**config.mk**
```make
export PLATFORM = sky130hd
export DESIGN_NAME = par_to_ser_tx
export DESIGN_NICKNAME = d
export VERILOG_FILES = /design/src/rtl/par_to_ser_tx.sv
export SDC_FILE = /design/constraint.sdc
export NUM_CORES = 1
export LEC_CHECK = 0
export ABC_CLOCK_PERIOD_IN_PS = 4200
export CAP_MARGIN = 10
export CORE_UTILIZATION = 25
export DETAILED_ROUTE_END_ITERATION = 16
export PLACE_DENSITY = 0.41
export SYNTH_ARGS = -nofsm -noshare
export SYNTH_HDL_FRONTEND = slang
export SYNTH_SLANG_ARGS = --single-unit
```
**constraint.sdc**
```tcl
create_clock -name clk -period 4.2 [get_ports clk]
set_input_delay 0.63 -clock clk [delete_from_list [all_inputs] [get_ports clk]]
set_output_delay 0.63 -clock clk [all_outputs]
set_load 0.01 [all_outputs]
```
**src/rtl/par_to_ser_tx.sv**
```systemverilog
// Transmit serializer on the 8f bit clock: loads one word per word period
// (sync commas after reset, then upstream data or idle fill) and shifts it out MSB first.
module par_to_ser_tx #(
  parameter int              WIDTH      = 8,
  parameter logic [WIDTH-1:0] IDLE_WORD = 8'hBC,
  parameter int              SYNC_COUNT = 4
) (
  input  logic             clk,
  input  logic             reset_L,
  input  logic [WIDTH-1:0] data_in,
  input  logic             valid_in,
  output logic             ready_out,
  output logic             data_out,
  output logic             frame_out,
  output logic             active_out
);

  localparam int CNT_W = (WIDTH > 1) ? $clog2(WIDTH) : 1;
  localparam logic [CNT_W-1:0] LAST_BIT  = CNT_W'(WIDTH - 1);
  localparam logic [7:0]       LAST_SYNC = 8'(SYNC_COUNT - 1);

  typedef enum logic {
    SYNC   = 1'b0,
    ACTIVE = 1'b1
  } state_t;

  state_t           r_state;
  logic [WIDTH-1:0] r_shift_reg;
  logic [CNT_W-1:0] r_bit_cnt;
  logic [7:0]       r_idle_cnt;
  logic             r_loaded;

  state_t           w_next_state;
  logic [WIDTH-1:0] w_next_shift;
  logic [CNT_W-1:0] w_next_cnt;
  logic [7:0]       w_next_idle;
  logic             w_load;

  assign w_load = (r_bit_cnt == LAST_BIT);

  // NOTE: every signal gets a default before any branch so no path leaves a
  // value unassigned, which would otherwise infer a latch.
  always_comb begin
    w_next_state = r_state;
    w_next_shift = r_shift_reg << 1;
    w_next_cnt   = r_bit_cnt + 1'b1;
    w_next_idle  = r_idle_cnt;
    if (w_load) begin
      w_next_cnt = '0;
      unique case (r_state)
        SYNC: begin
          w_next_shift = IDLE_WORD;
          if (r_idle_cnt == LAST_SYNC) begin
            w_next_state = ACTIVE;
          end else begin
            w_next_idle = r_idle_cnt + 8'd1;
          end
        end
        ACTIVE: begin
          // Idle fill is per word slot: a missing word becomes one whole comma.
          w_next_shift = valid_in ? data_in : IDLE_WORD;
        end
        default: w_next_shift = IDLE_WORD;
      endcase
    end
  end

  // NOTE: state registers use non-blocking assignments so all flops sample
  // the pre-edge values of one another, independent of statement order.
  always_ff @(posedge clk or negedge reset_L) begin
    if (!reset_L) begin
      r_state     <= SYNC;
      r_shift_reg <= '0;
      r_bit_cnt   <= LAST_BIT;
      r_idle_cnt  <= '0;
      r_loaded    <= 1'b0;
    end else begin
      r_state     <= w_next_state;
      r_shift_reg <= w_next_shift;
      r_bit_cnt   <= w_next_cnt;
      r_idle_cnt  <= w_next_idle;
      if (w_load) r_loaded <= 1'b1;
    end
  end

  assign data_out   = r_shift_reg[WIDTH-1];
  assign frame_out  = (r_bit_cnt == '0) && r_loaded;
  assign ready_out  = (r_state == ACTIVE) && w_load;
  assign active_out = (r_state == ACTIVE);

endmodule
```
==> results.cfg, run 1 <==
[synth]
synth_top_flop_cell = sky130_fd_sc_hd__dfrtp_1
number_of_enable_type_register_cells_in_the_synthesized_netlist = 0
synth.cell_area_um2 = 906
synth.area.top_cells = sky130_fd_sc_hd__dfrtp_1, sky130_fd_sc_hd__dfstp_2, sky130_fd_sc_hd__ha_1
post_synthesis_register_bit_count = 21
post_synth.cell_area_avg_um2 = 11.2
ys_types = 25
proportion_of_synthesized_flip_flops_having_asynchronous_set_or_reset_pct = 100
netlist.top_cell.by_area = sky130_fd_sc_hd__dfrtp_1
yosys-top-cells-count = sky130_fd_sc_hd__dfrtp_1, sky130_fd_sc_hd__nor2_1, sky130_fd_sc_hd__a21oi_1, sky130_fd_sc_hd__nand4_1, sky130_fd_sc_hd__xnor2_1
yosysWarningCount = 0
synth_fp_nets = 96
synth_sequential_area_ratio_pct = 58.4
most_common_cell_in_the_synthesized_netlist = sky130_fd_sc_hd__dfrtp_1
synth_top_area_share_pct = 49.7
cells_after_synth = 81

[layout]
final_core_util_pct = 33.1
final_net_count = 113
syn_to_final_growth_pct = 24.7
final_layout_size_suffix_gt1_share_pct = 11.3
insertedDiodeCount = 0

[route]
routedLengthMet1_um = 812
drt-vias-per-instance = 4.19
route.vias.total = 599
dr.first_iter.drc_count = 15
antenna_violating_nets_post_route = 0
met3_length_um = 27
wirelength_mm = 1.54
drt-pass1-iter-count = 2
highest_layer = met4
route.detailed.wl_per_inst_um = 10.7
route.detailed.drc = 0
met2RoutedLength_um = 672

[hold_path]
timing.hold.worst.class = reg -> reg
number_of_stages_on_the_worst_hold_path = 1

[timing]
slew_headroom_pct = 35.9
setup_viol = 0
slew_viol_final = 0
transition_time_at_the_pin_with_the_least_slew_margin_ps = 959
layout_worst_path_cycle_share_pct = 66.3
period_needed_ps = 2790
rsz0062_at_grt = no
tns_ps = 0
hold_fails_final_rpt = 0
timing.clock.skew_ps = 11.5
clock.fmax_mhz = 359

[setup_path]
cell_depth_of_the_worst_flop_to_flop_path = 5
critPathSlowestCell = sky130_fd_sc_hd__dfstp_2
buffers_inverters_on_critical_path = 1
crit_family = flip-flops
setup.worst_path.start_class = flop
critical_path_depth = 4
critical_path_peak_fanout = 13
critical_path.most_common_cell = sky130_fd_sc_hd__ha_1
critPathCaptureType = primary output
arrival_ps = 2160
crit_required_ps = 3570
worst-setup-path-type = reg -> out
crit_path_max_incr_delay_ps = 570
crit_chain = ha_1, ha_1, and2_1, clkdlybuf4s50_1

[clock_tree]
cts_made_buffers = 3
cts.htree.levels = 1
maximum_clock_path_buffer_count = 2
post-cts-setup-buffers = 0
postCtsResizedCells = 0
cts_tree = done
holdBufCountCts = 0
clock_latency_ps = 310
cts.sink_count = 21
clock-root-buffer = sky130_fd_sc_hd__clkbuf_4
clkTransAtPathRegs_ps = 140

[placement]
total_of_buffers_placed_on_input_and_output_ports = 14
globalplace.congestion = 0.689

[power_and_ir_drop]
max-vdd-ir-drop_uv = 101
post-layout-total-power_mw = 0.330
power-per-cell-area_nw_per_um2 = 292
standby_leakage_power_nw = 0.481

[die]
placement_row_count = 21
fp.dieW_um = 62.2
floorplan.io_pins = 15
initial_cell_density_of_the_core_pct = 26.5
placeableCoreArea_um2 = 3420
die_area_um2 = 3870
die_height_um = 62.2

[global_route]
largest_net_degree_at_the_start_of_global_routing = 22
grt_overflow = 0
first_global_vias = 611
grt_util_all_layers_pct = 9.20
grt_pass1_wl_mm = 2.76
grt_antenna_before_repair = 0

[run]
drv_cap = 0

[run_status]
status = complete, no violations
-- metrics by stage --
stage          hold WS, ps  instances  setup slack (ps)  area, um^2
6_report               482        143              1410        1130
5_1_grt                528        143              1310        1130
4_1_cts                489        143              1380        1130
3_5_place_dp           456        139              1760        1100
3_3_place_gp           455        139              1790        1100
2_1_floorplan          334         81              2300         906
-- cells by family after synthesis --
kind of cell | count (synthesis) | synth area share (%)
buffers and inverters | 7 | 2.90
xor gates and xnor gates | 6 | 5.80
and+or+nand+nor | 31 | 17.8
DFF | 21 | 58.4
muxes | 1 | 1.66
adders and majority gates | 4 | 5.53
AOI/OAI and AO/OA | 11 | 7.87
-- cells in the final DEF, fill, tap and decap left out, types with 2 or more instances in the layout --
cell type and n:
sky130_fd_sc_hd__dfrtp_1 18, sky130_fd_sc_hd__clkdlybuf4s50_1 14, sky130_fd_sc_hd__nor2_1 12, sky130_fd_sc_hd__a21oi_1 5
sky130_fd_sc_hd__nand4_1 5, sky130_fd_sc_hd__xnor2_1 5, sky130_fd_sc_hd__inv_1 4, sky130_fd_sc_hd__nand2_1 4
sky130_fd_sc_hd__ha_1 4, sky130_fd_sc_hd__clkbuf_4 3, sky130_fd_sc_hd__dfstp_2 3, sky130_fd_sc_hd__nor2b_1 2
sky130_fd_sc_hd__o22ai_1 2, sky130_fd_sc_hd__and3_1 2
-- layer usage --
layer / vias up / track usage [%]
met5: - / 0
met2: 5 / 13.2
met3: 2 / 2.21
li1: 306 / -
met4: 0 / 5.23
met1: 286 / 12.6
-- report_power, final --
| group | leakage (nW) | internal [mW] | total [mW] | switching (mW) |
|---|---|---|---|---|
| Combinational | 0.223 | 0.0108 | 0.0191 | 0.00836 |
| Clock | 0.0139 | 0.0363 | 0.104 | 0.0679 |
| Sequential | 0.244 | 0.206 | 0.207 | 0.000874 |
| Total | 0.481 | 0.253 | 0.330 | 0.0771 |
-- worst paths after layout --
check / endpoint / from / slack (ps)
min: r_loaded / r_loaded / 480
min reg2reg: r_loaded / r_loaded / 480
max reg2reg: r_idle_cnt[1] / r_bit_cnt[0] / 1870
max in group asynchronous: r_idle_cnt[3] / reset_L / 2780
max: ready_out / r_bit_cnt[0] / 1410
min in group asynchronous: r_shift_reg[6] / reset_L / 840
-- worst register-to-register path, delay by kind of cell (launching register included) --
family	cells	cell delay [ps]
AOI/OAI and AO/OA	1	300
muxes	1	310
and+or+nand+nor	1	490
DFF	1	570
adders and majority gates	2	550
-- final cells by class --
type / instances / area (um^2)
Timing Repair Buffer: 15 / 148
Clock buffer: 3 / 22.5
Sequential cell: 21 / 529
Multi-Input combinational cell: 53 / 350
Tap cell: 46 / 57.6
Clock inverter: 1 / 7.51
Fill cell: 377 / 2290
Inverter: 4 / 15.0
Note: power is estimated with default switching activity, not from simulation.
==> run 2: changes to the inputs <==
--- a/config.mk
+++ b/config.mk
@@ -5,11 +5,11 @@
 export SDC_FILE = /design/constraint.sdc
 export NUM_CORES = 1
 export LEC_CHECK = 0
-export ABC_CLOCK_PERIOD_IN_PS = 4200
+export ABC_CLOCK_PERIOD_IN_PS = 2510
 export CAP_MARGIN = 10
 export CORE_UTILIZATION = 25
 export DETAILED_ROUTE_END_ITERATION = 16
-export PLACE_DENSITY = 0.41
+export PLACE_DENSITY = 0.42
 export SYNTH_ARGS = -nofsm -noshare
 export SYNTH_HDL_FRONTEND = slang
 export SYNTH_SLANG_ARGS = --single-unit
==> constraint.sdc (replaced) <==
create_clock -name clk -period 2.51 [get_ports clk]
set_input_delay 0.3765 -clock clk [delete_from_list [all_inputs] [get_ports clk]]
set_output_delay 0.3765 -clock clk [all_outputs]
set_load 0.01 [all_outputs]
==> run 2 against run 1 <==
Against the previous run:
- die area stayed put
- final area is 1.1% higher
- critical endpoint unchanged
- total power is 64% higher
- largest power group unchanged
==> results.cfg, run 2 (synthesis results as in run 1) <==
[route]
dr.first_iter.drc_count = 19
route.vias.total = 630
drt-pass1-iter-count = 2
route.detailed.drc = 0
drt-vias-per-instance = 4.34
wirelength_mm = 1.63
route.detailed.wl_per_inst_um = 11.2
antenna_violating_nets_post_route = 0

[run]
drv_cap = 0

[hold_path]
timing.hold.worst.class = in -> async

[clock_tree]
maximum_clock_path_buffer_count = 2
clkTransAtPathRegs_ps = 120
cts_tree = done
post-cts-setup-buffers = 0
cts.htree.levels = 1
clock-root-buffer = sky130_fd_sc_hd__clkbuf_4
cts_made_buffers = 3
postCtsResizedCells = 0
holdBufCountCts = 0
clock_latency_ps = 300
cts.sink_count = 21

[timing]
transition_time_at_the_pin_with_the_least_slew_margin_ps = 397
setup_viol = 0
clock.fmax_mhz = 432
fin_ws_ps = 196
rsz0062_at_grt = no
holdWs_ps = 398
hold_fails_final_rpt = 0
period_needed_ps = 2310
tns_ps = 0
timing.clock.skew_ps = 9.32
layout_worst_path_cycle_share_pct = 92.2
slew_viol_final = 0
slew_headroom_pct = 73.3

[layout]
syn_to_final_growth_pct = 26.1
layout.cells.most_common = sky130_fd_sc_hd__dfrtp_1
final_layout_size_suffix_gt1_share_pct = 13.1
final_net_count = 115
insertedDiodeCount = 0
final_cell_area_um2 = 1140
final_core_util_pct = 33.4
final_cells = 145
fillers = 363
layout_common_cells = sky130_fd_sc_hd__dfrtp_1, sky130_fd_sc_hd__clkdlybuf4s50_1, sky130_fd_sc_hd__nor2_1

[die]
die_height_um = 62.2
placement_row_count = 21
placeableCoreArea_um2 = 3420
fp.dieW_um = 62.2
floorplan.io_pins = 15
initial_cell_density_of_the_core_pct = 26.5
die_area_um2 = 3870

[setup_path]
setup.worst_path.start_class = flop
crit-reg2reg-capture = r_idle_cnt[1]
critical_path_peak_fanout = 6
critical_path.startpoint = r_bit_cnt[0]
cell_depth_of_the_worst_flop_to_flop_path = 4
arrival_ps = 1940
critical_path.most_common_cell = sky130_fd_sc_hd__ha_1
worst-setup-path-type = reg -> out
critPathSlowestCell = sky130_fd_sc_hd__dfstp_2
rr_startpoint = r_idle_cnt[1]
critPathCaptureType = primary output
rrSetupSlack_ps = 550
crit_required_ps = 2130
crit_path_max_incr_delay_ps = 560
crit_chain = ha_1, ha_1, and2_1, clkdlybuf4s50_1

[placement]
place_hpwl_mm = 1.16
placed_cells_incl_taps = 141
total_of_buffers_placed_on_input_and_output_ports = 14
globalplace.congestion = 0.648
detailed_place.area_um2 = 1110
placement.setup.worst_slack_ps = 538

[global_route]
grt_antenna_before_repair = 0
largest_net_degree_at_the_start_of_global_routing = 22
first_global_vias = 624
grt_pass1_wl_mm = 2.86
grt_overflow = 0
grt_util_all_layers_pct = 9.32

[power_and_ir_drop]
max-vdd-ir-drop_uv = 121
sequential_power_share_pct = 63.9
clkPwrFrac_pct = 29.9
p_int_mw = 0.422
power-per-cell-area_nw_per_um2 = 473
combPwrFrac_pct = 6.2
post-layout-total-power_mw = 0.541
swShare_pct = 21.9
total_switching_power_mw = 0.118
standby_leakage_power_nw = 0.495

[run_status]
status = complete, no violations
==> run 2: changes by cell type in the layout (fill, tap and decap cells not counted) <==
| cell | change |
|---|---|
| sky130_fd_sc_hd__clkinvlp_4 | -1 |
| sky130_fd_sc_hd__clkinv_2 | +1 |
| sky130_fd_sc_hd__buf_4 | +2 |
==> run 2: power groups by stage <==
stage	Combinational, mW	Sequential [mW]	Clock, mW
global route	0.0376	0.346	0.185
global placement	0.0345	0.352	0
floorplan	0.00712	0.352	0
detailed placement	0.0347	0.352	0
finish	0.0336	0.345	0.162
CTS	0.0349	0.346	0.169
==> run 2: worst max-delay path, delay by kind of cell, from the launching register on <==
kind                       cells  cell delay, ps
and+or+nand+nor                1             150
buffers and inverters          1             520
adders and majority gates      2             400
DFF                            1             560
==> run 2: final cells by class <==
| class | count | area [um^2] | share of cell area, % |
|---|---|---|---|
| multi-input combinational | 53 | 350 | 30.7 |
| tap | 46 | 57.6 | 5.04 |
| inverter | 4 | 15.0 | 1.31 |
| clock inverter | 1 | 5.00 | 0.438 |
| sequential | 21 | 529 | 46.3 |
| clock buffer | 3 | 22.5 | 1.97 |
| timing repair buffer | 17 | 163 | 14.2 |
==> run 2: per-layer routing <==
layer	vias up	wire length (um)	GRT usage, %
met5	-	0	0
met1	304	867	12.7
met4	0	16	4.36
li1	312	-	-
met2	12	657	13.2
met3	2	87	3.13
==> run 2: worst max-delay path by stage <==
stage | depth (start not counted) | slack (ps) | to
after floorplan | 4 | 670 | r_idle_cnt[1]
after global placement | 4 | 570 | ready_out
after detailed placement | 4 | 540 | ready_out
after CTS | 4 | 170 | ready_out
after global routing | 4 | 50 | ready_out
final | 4 | 200 | ready_out
==> RTL change (config.mk and constraints of run 2) <==
Change the parameter `WIDTH` from 8 to 16.
--- a/src/rtl/par_to_ser_tx.sv
+++ b/src/rtl/par_to_ser_tx.sv
@@ -3,3 +3,3 @@
 module par_to_ser_tx #(
-  parameter int              WIDTH      = 8,
+  parameter int              WIDTH      = 16,
   parameter logic [WIDTH-1:0] IDLE_WORD = 8'hBC,
Ports: changed (resized data_in); port bits go from 15 to 23. No check against the original RTL was run, so the function may have changed too.
==> RTL change against run 2 <==
Sequential share of layout area shrank 1.3 points. Synthesized area grew 43%. Clock skew shrank 2.5 ps. Total power grew 70%. Worst setup slack gained 28 ps. Core utilization grew 1.2 points. Wire length grew 49%. Sequential cell count grew 9. Maximum frequency grew 1.2%. Cell area grew 47%. Sequential power grew 40%. Critical path type unchanged. Largest cell class unchanged. Highest routed layer unchanged.
==> RTL change: results (changes against run 2) <==
maximum number of pins on one net before global-route repair -> 23 (was 22)
final standard cell count with taps included and fillers excluded -> 188 (was 145)
status -> completed (unchanged)
vias in the first global route -> 913 (was 624)
maximum level of the CTS H-tree -> 2 (was 1)
standard cell area after detailed placement -> 0.00158 sq mm (was 0.00111 sq mm)
largest fanout on the critical path -> 4 (was 6)
Filler Cells Inserted -> 491 (was 363)
Clock Latency Late Sink -> 280 ps (was 300 ps)
setup slack at placement -> 327 ps (was 538 ps)
power density of the placed cells -> 547 mW/mm^2 (was 473 mW/mm^2)
first-pass GRT wire length -> 4420 um (was 2860 um)
Net Count, Synth -> 115 (was 96)
TritonCTS buffer count -> 5 (was 3)
met2 usage in global routing -> 15.8% (was 13.2%)
most common library cells after synthesis -> dfrtp_1, a22o_1, xor2_1 (was dfrtp_1, nor2_1, a21oi_1, nand4_1, xnor2_1)
setup slack of the worst register-to-register path -> 740 ps (was 550 ps)
count of clock buffers in the final design -> 7 (was 3)
clock period minus final worst setup slack -> 2290 ps (was 2310 ps)
sequential element share of the synthesized area -> 58.2% (was 58.4%)
flip-flop and latch area -> 756 sq um (was 529 sq um)
clock-pin slew reported for the worst setup and hold paths after clock tree synthesis -> 60 ps (was 120 ps)
reg-to-reg startpoint -> r_bit_cnt[0] (was r_idle_cnt[1])
Clock buf/inv share -> 5.44% (was 2.41%)
met1 track utilization from global routing -> 14.9% (was 12.7%)
Inverters -> 3 (was 4)
comb_multi_in -> 56 (was 53)
floorplan core area -> 0.00485 sq mm (was 0.00342 sq mm)
detailed router's first-iteration violation count -> 24 (was 19)
number of cells produced by synthesis -> 93 (was 81)
non-clk buf share -> 14.0% (was 14.2%)
buffer count excluding the clock tree in the final layout -> 24 (was 17)
proportion of layout cells with a drive suffix above 1 -> 20.7% (was 13.1%)
dpl cells -> 179 (was 141)
wire length on met3 -> 128 um (was 87 um)
RTL change: changes by cell type after synthesis, sizes merged, moves of 4 or more:
cell	change
nand3	+4
xnor2	-4
nor2	-11
nor3	+4
nand4	-4
dfrtp	+8
o22a	+5
a22o	+10
xor2	+5
RTL change: how the worst max path moves through the flow:
stage,from,to,cells past startpoint
after floorplan,r_bit_cnt[0],ready_out,4
after global placement,r_bit_cnt[0],ready_out,4
after detailed placement,r_bit_cnt[0],ready_out,4
after CTS,r_bit_cnt[0],ready_out,4
after global routing,r_bit_cnt[0],ready_out,4
final,r_bit_cnt[0],ready_out,4
RTL change: kinds of logic after synthesis:
kind of cell / Yosys count / share of synthesized area [%]
compound gates: 21 / 13.6
mux: 2 / 2.02
flops: 30 / 58.2
buf+inv: 7 / 3.28
fa+ha+maj: 3 / 2.89
xor+xnor: 7 / 4.73
simple gates: 23 / 15.2
RTL change: critical path, cell delays in order (launching register included):
cell,delay (ps)
dfstp_2,550
ha_2,240
and3_4,190
and2_1,110
clkdlybuf4s50_1,530
